[src/rtl/vga_scan_controller_if.sv]
// Line-fetch handshake between the VGA scan controller (master) and the
// framebuffer / line-buffer fetch engine (slave).
`timescale 1ns/1ps

interface vga_scan_controller_if #(
    parameter int unsigned P_CNT_WIDTH = 10
);
    logic                   o_fetch_req;
    logic [P_CNT_WIDTH-1:0] o_fetch_line;
    logic                   i_fetch_ack;

    modport master (
        output o_fetch_req,
        output o_fetch_line,
        input  i_fetch_ack
    );

    modport slave (
        input  o_fetch_req,
        input  o_fetch_line,
        output i_fetch_ack
    );
endinterface

[src/rtl/vga_scan_controller.sv]
// VGA horizontal/vertical timing with one line-fetch request per visible line.
// Optional feature: VGA_SCAN_UNDERRUN_DETECT_EN enables the end-of-line fetch deadline and o_underrun.
`timescale 1ns/1ps

module vga_scan_controller #(
    parameter int unsigned P_CNT_WIDTH     = 10,
    parameter int unsigned P_H_VISIBLE     = 640,
    parameter int unsigned P_H_FRONT_PORCH = 16,
    parameter int unsigned P_H_SYNC        = 96,
    parameter int unsigned P_H_BACK_PORCH  = 48,
    parameter int unsigned P_V_VISIBLE     = 480,
    parameter int unsigned P_V_FRONT_PORCH = 10,
    parameter int unsigned P_V_SYNC        = 2,
    parameter int unsigned P_V_BACK_PORCH  = 33,
    parameter bit          P_SYNC_POL      = 1'b0
) (
    input  logic                   i_clk,
    input  logic                   i_rst_n,
    input  logic                   i_en,
    output logic                   o_h_sync,
    output logic                   o_v_sync,
    output logic                   o_visible,
    output logic [P_CNT_WIDTH-1:0] o_x,
    output logic [P_CNT_WIDTH-1:0] o_y,
    output logic                   o_frame_start,
    vga_scan_controller_if.master  fetch,
    output logic                   o_underrun
);
    localparam int unsigned H_TOTAL    = P_H_VISIBLE + P_H_FRONT_PORCH + P_H_SYNC + P_H_BACK_PORCH;
    localparam int unsigned V_TOTAL    = P_V_VISIBLE + P_V_FRONT_PORCH + P_V_SYNC + P_V_BACK_PORCH;
    localparam int unsigned H_SYNC_BEG = P_H_VISIBLE + P_H_FRONT_PORCH;
    localparam int unsigned H_SYNC_END = H_SYNC_BEG + P_H_SYNC;
    localparam int unsigned V_SYNC_BEG = P_V_VISIBLE + P_V_FRONT_PORCH;
    localparam int unsigned V_SYNC_END = V_SYNC_BEG + P_V_SYNC;
    localparam int unsigned CNT_RANGE  = 1 << P_CNT_WIDTH;

    if (H_TOTAL > CNT_RANGE || V_TOTAL > CNT_RANGE) begin : g_range_check
        $error("vga_scan_controller: H_TOTAL/V_TOTAL exceed counter range of P_CNT_WIDTH");
    end

    typedef enum logic {
        ST_IDLE,
        ST_REQ
    } fetch_state_e;

    logic [P_CNT_WIDTH-1:0] h_cnt;
    logic [P_CNT_WIDTH-1:0] v_cnt;
    logic [P_CNT_WIDTH-1:0] line_q;
    logic [P_CNT_WIDTH-1:0] line_d;
    int unsigned            h_pos;
    int unsigned            v_pos;
    int unsigned            next_line;
    logic                   h_last;
    logic                   v_last;
    logic                   underrun_d;
    fetch_state_e           state_q;
    fetch_state_e           state_d;

    always_comb begin
        h_pos     = 32'(h_cnt);
        v_pos     = 32'(v_cnt);
        h_last    = (h_pos == H_TOTAL - 1);
        v_last    = (v_pos == V_TOTAL - 1);
        next_line = v_last ? 0 : v_pos + 1;
    end

    // NOTE: every variable gets its default first so no path through the case infers a latch.
    always_comb begin
        state_d    = state_q;
        line_d     = line_q;
        underrun_d = 1'b0;
        case (state_q)
            ST_IDLE: begin
                // Fetch for the line after this one, launched once its visible part is done.
                if (h_pos == P_H_VISIBLE && next_line < P_V_VISIBLE) begin
                    state_d = ST_REQ;
                    line_d  = P_CNT_WIDTH'(next_line);
                end
            end
            ST_REQ: begin
                if (fetch.i_fetch_ack) begin
                    state_d = ST_IDLE;
                end
`ifdef VGA_SCAN_UNDERRUN_DETECT_EN
                else if (h_last) begin
                    state_d    = ST_IDLE;
                    underrun_d = 1'b1;
                end
`endif
            end
            default: state_d = ST_IDLE;
        endcase
    end

    // NOTE: state registers use non-blocking assignments so every flop samples pre-edge values.
    always_ff @(posedge i_clk or negedge i_rst_n) begin
        if (!i_rst_n) begin
            h_cnt         <= '0;
            v_cnt         <= '0;
            state_q       <= ST_IDLE;
            line_q        <= '0;
            o_h_sync      <= ~P_SYNC_POL;
            o_v_sync      <= ~P_SYNC_POL;
            o_visible     <= 1'b0;
            o_x           <= '0;
            o_y           <= '0;
            o_frame_start <= 1'b0;
            o_underrun    <= 1'b0;
        end else if (i_en) begin
            h_cnt <= h_last ? '0 : h_cnt + 1'b1;
            if (h_last) begin
                v_cnt <= v_last ? '0 : v_cnt + 1'b1;
            end
            state_q       <= state_d;
            line_q        <= line_d;
            o_h_sync      <= (h_pos >= H_SYNC_BEG && h_pos < H_SYNC_END) ? P_SYNC_POL : ~P_SYNC_POL;
            o_v_sync      <= (v_pos >= V_SYNC_BEG && v_pos < V_SYNC_END) ? P_SYNC_POL : ~P_SYNC_POL;
            o_visible     <= (h_pos < P_H_VISIBLE) && (v_pos < P_V_VISIBLE);
            o_x           <= h_cnt;
            o_y           <= v_cnt;
            o_frame_start <= (h_pos == 0) && (v_pos == 0);
            o_underrun    <= underrun_d;
        end else begin
            o_frame_start <= 1'b0;
            o_underrun    <= 1'b0;
        end
    end

    assign fetch.o_fetch_req  = (state_q == ST_REQ);
    assign fetch.o_fetch_line = line_q;

endmodule

[src/flat_wrapper.sv]
// flat-port wrapper written by rule: the top's interface ports become plain ports
module vga_scan_controller_flat 
#(
    parameter int unsigned P_CNT_WIDTH     = 10,
    parameter int unsigned P_H_VISIBLE     = 640,
    parameter int unsigned P_H_FRONT_PORCH = 16,
    parameter int unsigned P_H_SYNC        = 96,
    parameter int unsigned P_H_BACK_PORCH  = 48,
    parameter int unsigned P_V_VISIBLE     = 480,
    parameter int unsigned P_V_FRONT_PORCH = 10,
    parameter int unsigned P_V_SYNC        = 2,
    parameter int unsigned P_V_BACK_PORCH  = 33,
    parameter bit          P_SYNC_POL      = 1'b0
)
  (i_clk, i_rst_n, i_en, o_h_sync, o_v_sync, o_visible, o_x, o_y, o_frame_start, o_underrun, fetch_o_fetch_req, fetch_o_fetch_line, fetch_i_fetch_ack);
  vga_scan_controller_if #(.P_CNT_WIDTH(P_CNT_WIDTH)) fetch_i ();
  input  logic i_clk;
  input  logic i_rst_n;
  input  logic i_en;
  output logic o_h_sync;
  output logic o_v_sync;
  output logic o_visible;
  output logic [P_CNT_WIDTH-1:0] o_x;
  output logic [P_CNT_WIDTH-1:0] o_y;
  output logic o_frame_start;
  output logic o_underrun;
  output wire logic [$bits(fetch_i.o_fetch_req)-1:0] fetch_o_fetch_req;
  output wire logic [$bits(fetch_i.o_fetch_line)-1:0] fetch_o_fetch_line;
  input wire logic [$bits(fetch_i.i_fetch_ack)-1:0] fetch_i_fetch_ack;
  assign fetch_o_fetch_req = fetch_i.o_fetch_req;
  assign fetch_o_fetch_line = fetch_i.o_fetch_line;
  assign fetch_i.i_fetch_ack = fetch_i_fetch_ack;
  vga_scan_controller #(.P_CNT_WIDTH(P_CNT_WIDTH), .P_H_VISIBLE(P_H_VISIBLE), .P_H_FRONT_PORCH(P_H_FRONT_PORCH), .P_H_SYNC(P_H_SYNC), .P_H_BACK_PORCH(P_H_BACK_PORCH), .P_V_VISIBLE(P_V_VISIBLE), .P_V_FRONT_PORCH(P_V_FRONT_PORCH), .P_V_SYNC(P_V_SYNC), .P_V_BACK_PORCH(P_V_BACK_PORCH), .P_SYNC_POL(P_SYNC_POL)) u_core (.i_clk(i_clk), .i_rst_n(i_rst_n), .i_en(i_en), .o_h_sync(o_h_sync), .o_v_sync(o_v_sync), .o_visible(o_visible), .o_x(o_x), .o_y(o_y), .o_frame_start(o_frame_start), .fetch(fetch_i), .o_underrun(o_underrun));
endmodule
[config.mk]
export PLATFORM = sky130hd
export DESIGN_NAME = vga_scan_controller_flat
export DESIGN_NICKNAME = d
export VERILOG_FILES = /design/src/rtl/vga_scan_controller_if.sv /design/src/rtl/vga_scan_controller.sv /design/src/flat_wrapper.sv
export SDC_FILE = /design/constraint.sdc
export NUM_CORES = 1
export LEC_CHECK = 0
export ABC_CLOCK_PERIOD_IN_PS = 2200
export BUFFER_PORTS_ARGS = -buffer_cell sky130_fd_sc_hd__buf_2
export CAP_MARGIN = 20
export CORE_ASPECT_RATIO = 0.9
export CORE_UTILIZATION = 53
export CTS_BUF_LIST = sky130_fd_sc_hd__clkbuf_8
export DETAILED_ROUTE_END_ITERATION = 8
export GPL_TIMING_DRIVEN = 0
export PLACE_DENSITY_LB_ADDON = 0.08
export SETUP_SLACK_MARGIN = 0.02
export SLEW_MARGIN = 20
export SYNTH_ARGS = -nofsm -noshare
export SYNTH_HDL_FRONTEND = slang
export SYNTH_SLANG_ARGS = --single-unit
[constraint.sdc]
create_clock -name i_clk -period 2.2 [get_ports i_clk]
set_clock_uncertainty 0.05 [all_clocks]
set_input_delay 0.44 -clock i_clk [delete_from_list [all_inputs] [get_ports i_clk]]
set_output_delay 0.44 -clock i_clk [all_outputs]
set_load 0.005 [all_outputs]
==> results of run 1 <==
logic make-up after synthesis:
family,after synthesis
compound gates,34
xor+xnor,17
fa+ha+maj,4
buf+inv,32
flops,55
mux,27
other cells,1
simple gates,76
cells in the final DEF, fill, tap and decap left out, types with 3 or more instances in the layout:
| master | n |
|---|---|
| o31ai_1 | 5 |
| clkbuf_1 | 11 |
| and3_1 | 4 |
| nor2_1 | 12 |
| mux2_2 | 21 |
| a21oi_1 | 5 |
| mux2i_1 | 3 |
| inv_1 | 14 |
| buf_6 | 5 |
| nor3_1 | 4 |
| nor4_1 | 4 |
| xnor2_1 | 10 |
| mux2_4 | 3 |
| nand2_1 | 24 |
| nand3_1 | 4 |
| clkbuf_8 | 7 |
| dfrtp_1 | 51 |
| o21ai_0 | 9 |
| xor2_1 | 7 |
| nand4_1 | 6 |
| a31oi_1 | 3 |
| buf_4 | 22 |
| buf_2 | 37 |
worst max-delay path: stages, from the launching register on:
cell and delay, ps:
dfrtp_2 420, inv_2 60, buf_4 130, buf_4 120, buf_4 130, buf_4 120
buf_4 120, buf_4 120, buf_4 120, buf_4 120, buf_4 120, buf_4 120
nor4_2 250, a41oi_1 140
final timing paths:
check / startpoint / end / slack, ps / cells past startpoint
min: i_rst_n / u_core.fetch.o_fetch_line[0]$_DFFE_PN0P_ / 120 / 1
max in group asynchronous: i_rst_n / u_core.v_cnt[1]$_DFFE_PN0P_ / 1500 / 1
max: u_core.v_cnt[1]$_DFFE_PN0P_ / u_core.o_v_sync$_DFFE_PN1P_ / -30 / 13
min reg2reg: u_core.o_h_sync$_DFFE_PN1P_ / u_core.o_h_sync$_DFFE_PN1P_ / 450 / 2
max reg2reg: u_core.v_cnt[1]$_DFFE_PN0P_ / u_core.o_v_sync$_DFFE_PN1P_ / -30 / 13
min in group i_clk: fetch_i_fetch_ack / u_core.fetch.o_fetch_req$_DFFE_PN0P_ / 340 / 4
final cells by class:
cell class	instances	area [sq um]	share of cell area
buffer	15	70.07	0.02113
clock buffer	7	96.34	0.02906
multi-input combinational	159	1236	0.3728
tap	65	81.33	0.02453
clock inverter	1	7.507	0.002264
inverter	16	60.06	0.01811
timing repair buffer	61	382.9	0.1155
sequential	55	1381	0.4166
registers in the layout (all words and copies together) (netlist names):
| register | count |
|---|---|
| u_core.o_frame_start | 1 |
| u_core.fetch.o_fetch_line | 10 |
| u_core.fetch.o_fetch_req | 1 |
| u_core.o_visible | 1 |
| u_core.o_v_sync | 1 |
| u_core.h_cnt | 10 |
| u_core.o_x | 10 |
| u_core.v_cnt | 10 |
| u_core.o_h_sync | 1 |
| u_core.o_y | 10 |
layer usage:
metal | track usage | part of all wire | vias up
met3 | 0.03947 | 0.043 | 8
li1 | - | - | 982
met5 | 0 | 0 | -
met4 | 0.05660 | 0.011 | 0
met1 | 0.2934 | 0.44 | 997
met2 | 0.3648 | 0.50 | 52
what timing repair did:
item / in CTS / in global routing
buffers inserted: 21 / 3
hold endpoints to repair: 0 / 0
gates resized for setup: 8 / 11
setup endpoints to repair: 19 / 17
pin swaps: 4 / 3
stage by stage:
| stage | area [sq um] | setup TNS, ps | total power, W |
|---|---|---|---|
| after global placement | 2969 | -2810 | 0.001579 |
| final | 3316 | -32.62 | 0.002191 |
| after global routing | 3316 | -298.7 | 0.002307 |
| after CTS | 3259 | 0 | 0.002213 |
| after floorplan | 2703 | 0 | 0.001457 |
| after detailed placement | 2972 | -2987 | 0.001594 |
power groups by stage:
stage	clock, W	combinational, W	sequential (W)
3_5_place_dp	0	0.000343	0.00125
5_1_grt	0.000665	0.000387	0.00125
4_1_cts	0.000631	0.000350	0.00123
2_1_floorplan	0	0.000217	0.00124
3_3_place_gp	0	0.000330	0.00125
6_report	0.000614	0.000344	0.00123
==> Implementation_results.wiki, run 1 <==
{| class="wikitable"
! Metric !! Value
|-
| Worst path arrival time || 2390 ps
|-
| Seq cells post-synth || 55
|-
| Top cells by area, synth || dfrtp_1 (49%), mux2_2 (8.8%), nand2_1 (3.3%)
|-
| Port Buffer Count || 37
|-
| First-iteration detailed-routing DRC count || 202
|-
| Mux share of post-synthesis cell area || 0.1153
|-
| Placer Congestion || 0.8615
|-
| Final hold violation count || 0
|-
| Tightest hold margin || 121.6 ps
|-
| P_leak || 1.584 nW
|-
| Worst slew margin || 0.5389
|-
| Clock network latency to the later pin of the worst-skew pair || 300 ps
|-
| DRC violations left || 0
|-
| Antenna violations before repair || 0
|-
| ANT nets after route || 0
|-
| Area share of and/or/nand/nor cells after synthesis || 0.1565
|-
| Maximum capacitance violations || 0
|-
| Clock share of power || 0.280
|-
| Post-route non-filler standard cell count || 379
|-
| Avg Synthesized Cell Area || 10.99 sq um
|-
| Number of placed instances with taps included || 348
|-
| RSZ-0062 raised after global routing || true
|-
| Final Util || 0.6816
|-
| Xor and xnor fraction of the mapped netlist area || 0.05509
|-
| Share of cells above drive strength 1 || 0.3822
|-
| Minimum setup slack in the final design || -32.62 ps
|-
| Routed via count divided by cell count || 5.380
|-
| Synthesized Nets || 254
|-
| Total I/O pin count || 40
|-
| Share of total power consumed by net switching || 0.2733
|-
| Top-count cell post-synth || dfrtp_1
|-
| CTS tree || built
|-
| 1st-pass router iterations || 4
|-
| Post-CTS clock slew at the launch and capture registers of the worst setup and hold paths || 100 ps
|-
| Actual transition at the worst max-transition pin || 691.6 ps
|-
| Antenna cells || 0
|-
| Kind of start point of the critical path || flop
|-
| Most used flip-flop cell after synthesis || dfrtp_1
|-
| First-pass GRT wire length || 9.197 mm
|-
| TritonCTS Buffers || 5
|-
| Layout Area Growth over Synthesis || 22.69%
|-
| Largest family of logic cells by synthesized area || simple AND/OR/NAND/NOR gates
|-
| Dominant cell type by area after synthesis || dfrtp_1
|-
| Global-route total usage across every layer || 0.2185
|-
| Initial core utilization || 0.5556
|-
| Distinct cell type count after synthesis || 47
|-
| Synthesized-area fraction occupied by ao, oa, aoi and oai cells || 0.09398
|-
| Final layout net count || 321
|-
| Pin count of the biggest net entering global routing || 56
|-
| Power density over the cells || 660.9 nW/um^2
|-
| Top fanout value on the critical path || 4
|-
| Internal cell power || 0.001593 W
|-
| Number of enable-type register cells in the synthesized netlist || 0
|-
| Total of hold buffers inserted after clock tree synthesis || 0
|-
| Cell at the root of the clock tree || clkbuf_8
|-
| Ranking of synthesized cells by instance count || dfrtp_1 (53), nand2_1 (24), mux2_2 (21), inv_1 (16), clkbuf_1 (13)
|-
| Share of power burned in registers || 0.563
|-
| Final period demand of the worst path || 2233 ps
|-
| Data required, critical path || 2360 ps
|-
| Setup WS pre-CTS || -356.5 ps
|-
| Class of the most critical hold timing path || in -> async
|-
| Die Area || 5389 sq um
|-
| Post-route clock period utilization || 1.015
|-
| Maximum vdd ir drop || 0.6844 mV
|-
| Synthesized area || 2703 sq um
|-
| # fillers || 378
|-
| CORE AREA || 4865 sq um
|-
| Outcome || finished with violations
|-
| Final Slew Violations || 0
|-
| Total overflow reported by the global router || 0
|-
| Vias after detailed routing || 2039
|-
| Nature of the critical path endpoint || flop
|-
| Final setup violating endpoints || 1
|-
| Standard-cell row count || 24
|-
| Seq/Total Area, Yosys || 0.5102
|-
| HPWL reported at the end of detailed placement || 3.668 mm
|-
| Share of flip-flops with an asynchronous set or reset after synthesis || 1.000
|-
| Die H || 69.75 um
|-
| Routed wire length || 5.642 mm
|-
| Die Width || 77.27 um
|-
| Vias in the first global route || 1925
|-
| Count of yosys warnings during synthesis || 0
|-
| Cell count after synthesis || 246
|-
| Maximum clock path buffer count || 2
|-
| # clock sinks || 55
|-
| Max Clock Freq || 0.4479 GHz
|-
| Logic pwr share || 0.157
|-
| Switching Power || 0.0005988 W
|-
| Max H-tree Level || 2
|-
| Routed wire per std cell || 14.89 um
|-
| Share of synthesized cell area in full adder, half adder and majority cells || 0.01852
|-
| Type of the setup path with the least slack || reg -> reg
|-
| Violated checks || negative setup slack
|-
| Yosys top cell area share || 0.4907
|}
Power figures use the tool's default switching activity.
==> run 2: changes to the inputs <==
- CAP_MARGIN: 20 -> unset
- CTS_CLUSTER_SIZE: unset -> 24
- PLACE_DENSITY: unset -> 0.89
- PLACE_DENSITY_LB_ADDON: 0.08 -> unset
==> run 2 against run 1 <==
The flow still finishes with violations (negative setup slack). First-iteration DRC count down 14%. Global-route usage grew 1.2 points. Utilization is 0.41 points higher. Combinational power increased by 2%. Power increased by 4.2%. Cell area increased by 0.60%. Count of clock-buffer cells in the layout is 2 lower. Largest cell class unchanged. Highest routed layer unchanged.
==> Implementation_results.wiki, run 2 (synthesized netlist as in run 1, its figures left out) <==
{| class="wikitable"
! Metric !! Value
|-
| Outcome || finished with violations
|-
| Violated checks || negative setup slack
|-
| Register-to-register path setup slack || -50 ps (-20 ps)
|-
| Reg2Reg Depth || 7 (-6)
|-
| Startpoint of the worst register-to-register path || u_core.v_cnt[1]$_DFFE_PN0P_
|-
| Max Clock Freq || 0.4439 GHz (-0.89%)
|-
| Top library cells by usage in the layout, fill and taps aside || dfrtp_1 (51), buf_2 (37), nand2_1 (24), buf_4 (23), mux2_2 (21)
|-
| Post-CTS clock slew at the launch and capture registers of the worst setup and hold paths || 100 ps (about the same)
|-
| Power density over the cells || 684.7 nW/um^2 (+3.6%)
|-
| Die H || 69.75 um (unchanged)
|-
| Die Area || 5389 sq um (unchanged)
|-
| Routed wire length || 6.009 mm (+6.5%)
|-
| Setup WS pre-CTS || -301.6 ps (+54.87 ps)
|-
| Global-route total usage across every layer || 0.2307 (+0.01224)
|-
| Final layout net count || 319 (-0.62%)
|-
| Final hold violation count || 0 (unchanged)
|-
| Vias after detailed routing || 2132 (+4.6%)
|-
| Top fanout value on the critical path || 5 (+1)
|-
| Register Area || 1381 sq um (unchanged)
|-
| Die Width || 77.27 um (unchanged)
|-
| Area occupied by multi-input gates || 1280 sq um (+3.5%)
|-
| # fillers || 369 (-2.4%)
|-
| Layout Area Growth over Synthesis || 23.43%
|-
| Data required, critical path || 2360 ps (about the same)
|-
| Total of hold buffers inserted after clock tree synthesis || 0 (unchanged)
|-
| Most common cell after layout, fill and taps aside || dfrtp_1
|-
| CTS tree || built
|-
| Routed wire per std cell || 15.94 um (+7.1%)
|-
| TritonCTS Buffers || 5 (unchanged)
|-
| HPWL reported at the end of detailed placement || 3.764 mm (+2.6%)
|-
| Initial core utilization || 0.5556 (unchanged)
|-
| Worst slew margin || 0.5528 (+0.01389)
|-
| # clock sinks || 55 (unchanged)
|-
| Share of cells above drive strength 1 || 0.3878 (+0.005655)
|-
| Actual transition at the worst max-transition pin || 670.8 ps (-20.83 ps)
|-
| Type of the setup path with the least slack || reg -> reg
|-
| Endpoint of the most critical register-to-register path || u_core.fetch.o_fetch_line[2]$_DFFE_PN0P_
|-
| P_leak || 1.577 nW (-0.43%)
|-
| Maximum clock path buffer count || 2 (unchanged)
|-
| Port Buffer Count || 37 (unchanged)
|-
| Pin count of the biggest net entering global routing || 56 (unchanged)
|-
| First-iteration detailed-routing DRC count || 174 (-14%)
|-
| Total overflow reported by the global router || 0 (unchanged)
|-
| Kind of start point of the critical path || flop
|-
| Minimum setup slack in the final design || -52.63 ps (-20.02 ps)
|-
| Clock network latency to the later pin of the worst-skew pair || 330 ps (+30 ps)
|-
| Tightest hold margin || 99.81 ps (-21.80 ps)
|-
| Final setup violating endpoints || 4 (+3)
|-
| First-pass GRT wire length || 9.584 mm (+4.2%)
|-
| DRC violations left || 0 (unchanged)
|-
| Maximum vdd ir drop || 0.7605 mV (+11%)
|-
| 1st-pass router iterations || 4 (unchanged)
|-
| RSZ-0062 raised after global routing || true
|-
| Nature of the critical path endpoint || flop
|-
| Class of the most critical hold timing path || in -> async
|-
| Routed via count divided by cell count || 5.655 (+5.1%)
|-
| Standard-cell row count || 24 (unchanged)
|-
| Antenna cells || 0 (unchanged)
|-
| ANT nets after route || 0 (unchanged)
|-
| Worst path arrival time || 2410 ps (+20 ps)
|-
| Antenna violations before repair || 0 (unchanged)
|-
| Post-route clock period utilization || 1.024 (+0.009099)
|-
| Placer Congestion || 0.8726 (+1.3%)
|-
| Final period demand of the worst path || 2253 ps (+20.02 ps)
|-
| Vias in the first global route || 2010 (+4.4%)
|-
| Cell at the root of the clock tree || clkbuf_8
|-
| Total I/O pin count || 40 (unchanged)
|-
| CORE AREA || 4865 sq um (unchanged)
|-
| Final Slew Violations || 0 (unchanged)
|-
| Maximum capacitance violations || 0 (unchanged)
|-
| Max H-tree Level || 2 (unchanged)
|}
[run 2: cell types whose count changed in the layout (fill, tap and decap cells not counted), sizes merged]
cell      change
inv           +1
o21ai         +1
clkbuf        -2
buf           -3
bufinv        +1
clkinv        +1
clkinvlp      -1
[run 2: cell type report]
type,instances,area share
flip-flops and latches,55,0.4141
multi-input cells,160,0.3837
repair buffers,58,0.1035
well taps,65,0.02438
plain buffers,15,0.02138
clock buffers,5,0.02063
inverters,16,0.01800
clock inverters,3,0.01425
[run 2: metrics by stage]
step / setup TNS (ps) / instance area, sq um / total power (W) / utilization / std cells
after floorplan: 0 / 2703 / 0.001457 / - / 246
after global placement: -2299 / 2969 / 0.001577 / 0.6103 / 348
after detailed placement: -2114 / 2972 / 0.001598 / 0.6109 / 348
after CTS: 0 / 3241 / 0.002294 / 0.6662 / 373
after global routing: -386.3 / 3336 / 0.002386 / 0.6857 / 377
final: -175.5 / 3336 / 0.002284 / 0.6857 / 377
[run 2: critical path, stage by stage (launching register included)]
cell and delay, ps:
dfrtp_2 460, inv_2 100, ha_4 130, or4b_4 520, o31ai_4 220, o221a_4 250
o21ai_4 100, mux2_4 310
[run 2: what timing repair did]
item | 4_1_cts | 5_1_grt
pin swaps | 1 | 5
gates cloned | 1 | 0
buffers inserted | 16 | 5
resized for setup | 7 | 13
endpoints found under the setup margin | 13 | 20
[run 2: power breakdown]
group / switching, W / internal (W)
sequential: 0.000102 / 0.00113
combinational: 0.000178 / 0.000172
clock: 0.000355 / 0.000345
total: 0.000634 / 0.00165
[run 2: how the worst max path moves through the flow]
stage                                           start                                  endpoint  slack [ps]
after floorplan           u_core.v_cnt[0]$_DFFE_PN0P_  u_core.fetch.o_fetch_line[0]$_DFFE_PN0P_          40
after global placement                           i_en               u_core.v_cnt[1]$_DFFE_PN0P_        -310
after detailed placement                         i_en               u_core.v_cnt[3]$_DFFE_PN0P_        -300
after CTS                 u_core.v_cnt[1]$_DFFE_PN0P_  u_core.fetch.o_fetch_line[2]$_DFFE_PN0P_           5
after global routing      u_core.v_cnt[1]$_DFFE_PN0P_  u_core.fetch.o_fetch_line[2]$_DFFE_PN0P_         -90
final                     u_core.v_cnt[1]$_DFFE_PN0P_  u_core.fetch.o_fetch_line[2]$_DFFE_PN0P_         -50
[run 2: metal layers]
metal | vias up | share of wire | global-route usage
met2 | 93 | 0.50 | 0.3815
li1 | 988 | - | -
met3 | 15 | 0.049 | 0.04474
met1 | 1036 | 0.42 | 0.2944
met5 | - | 0 | 0
met4 | 0 | 0.024 | 0.1006
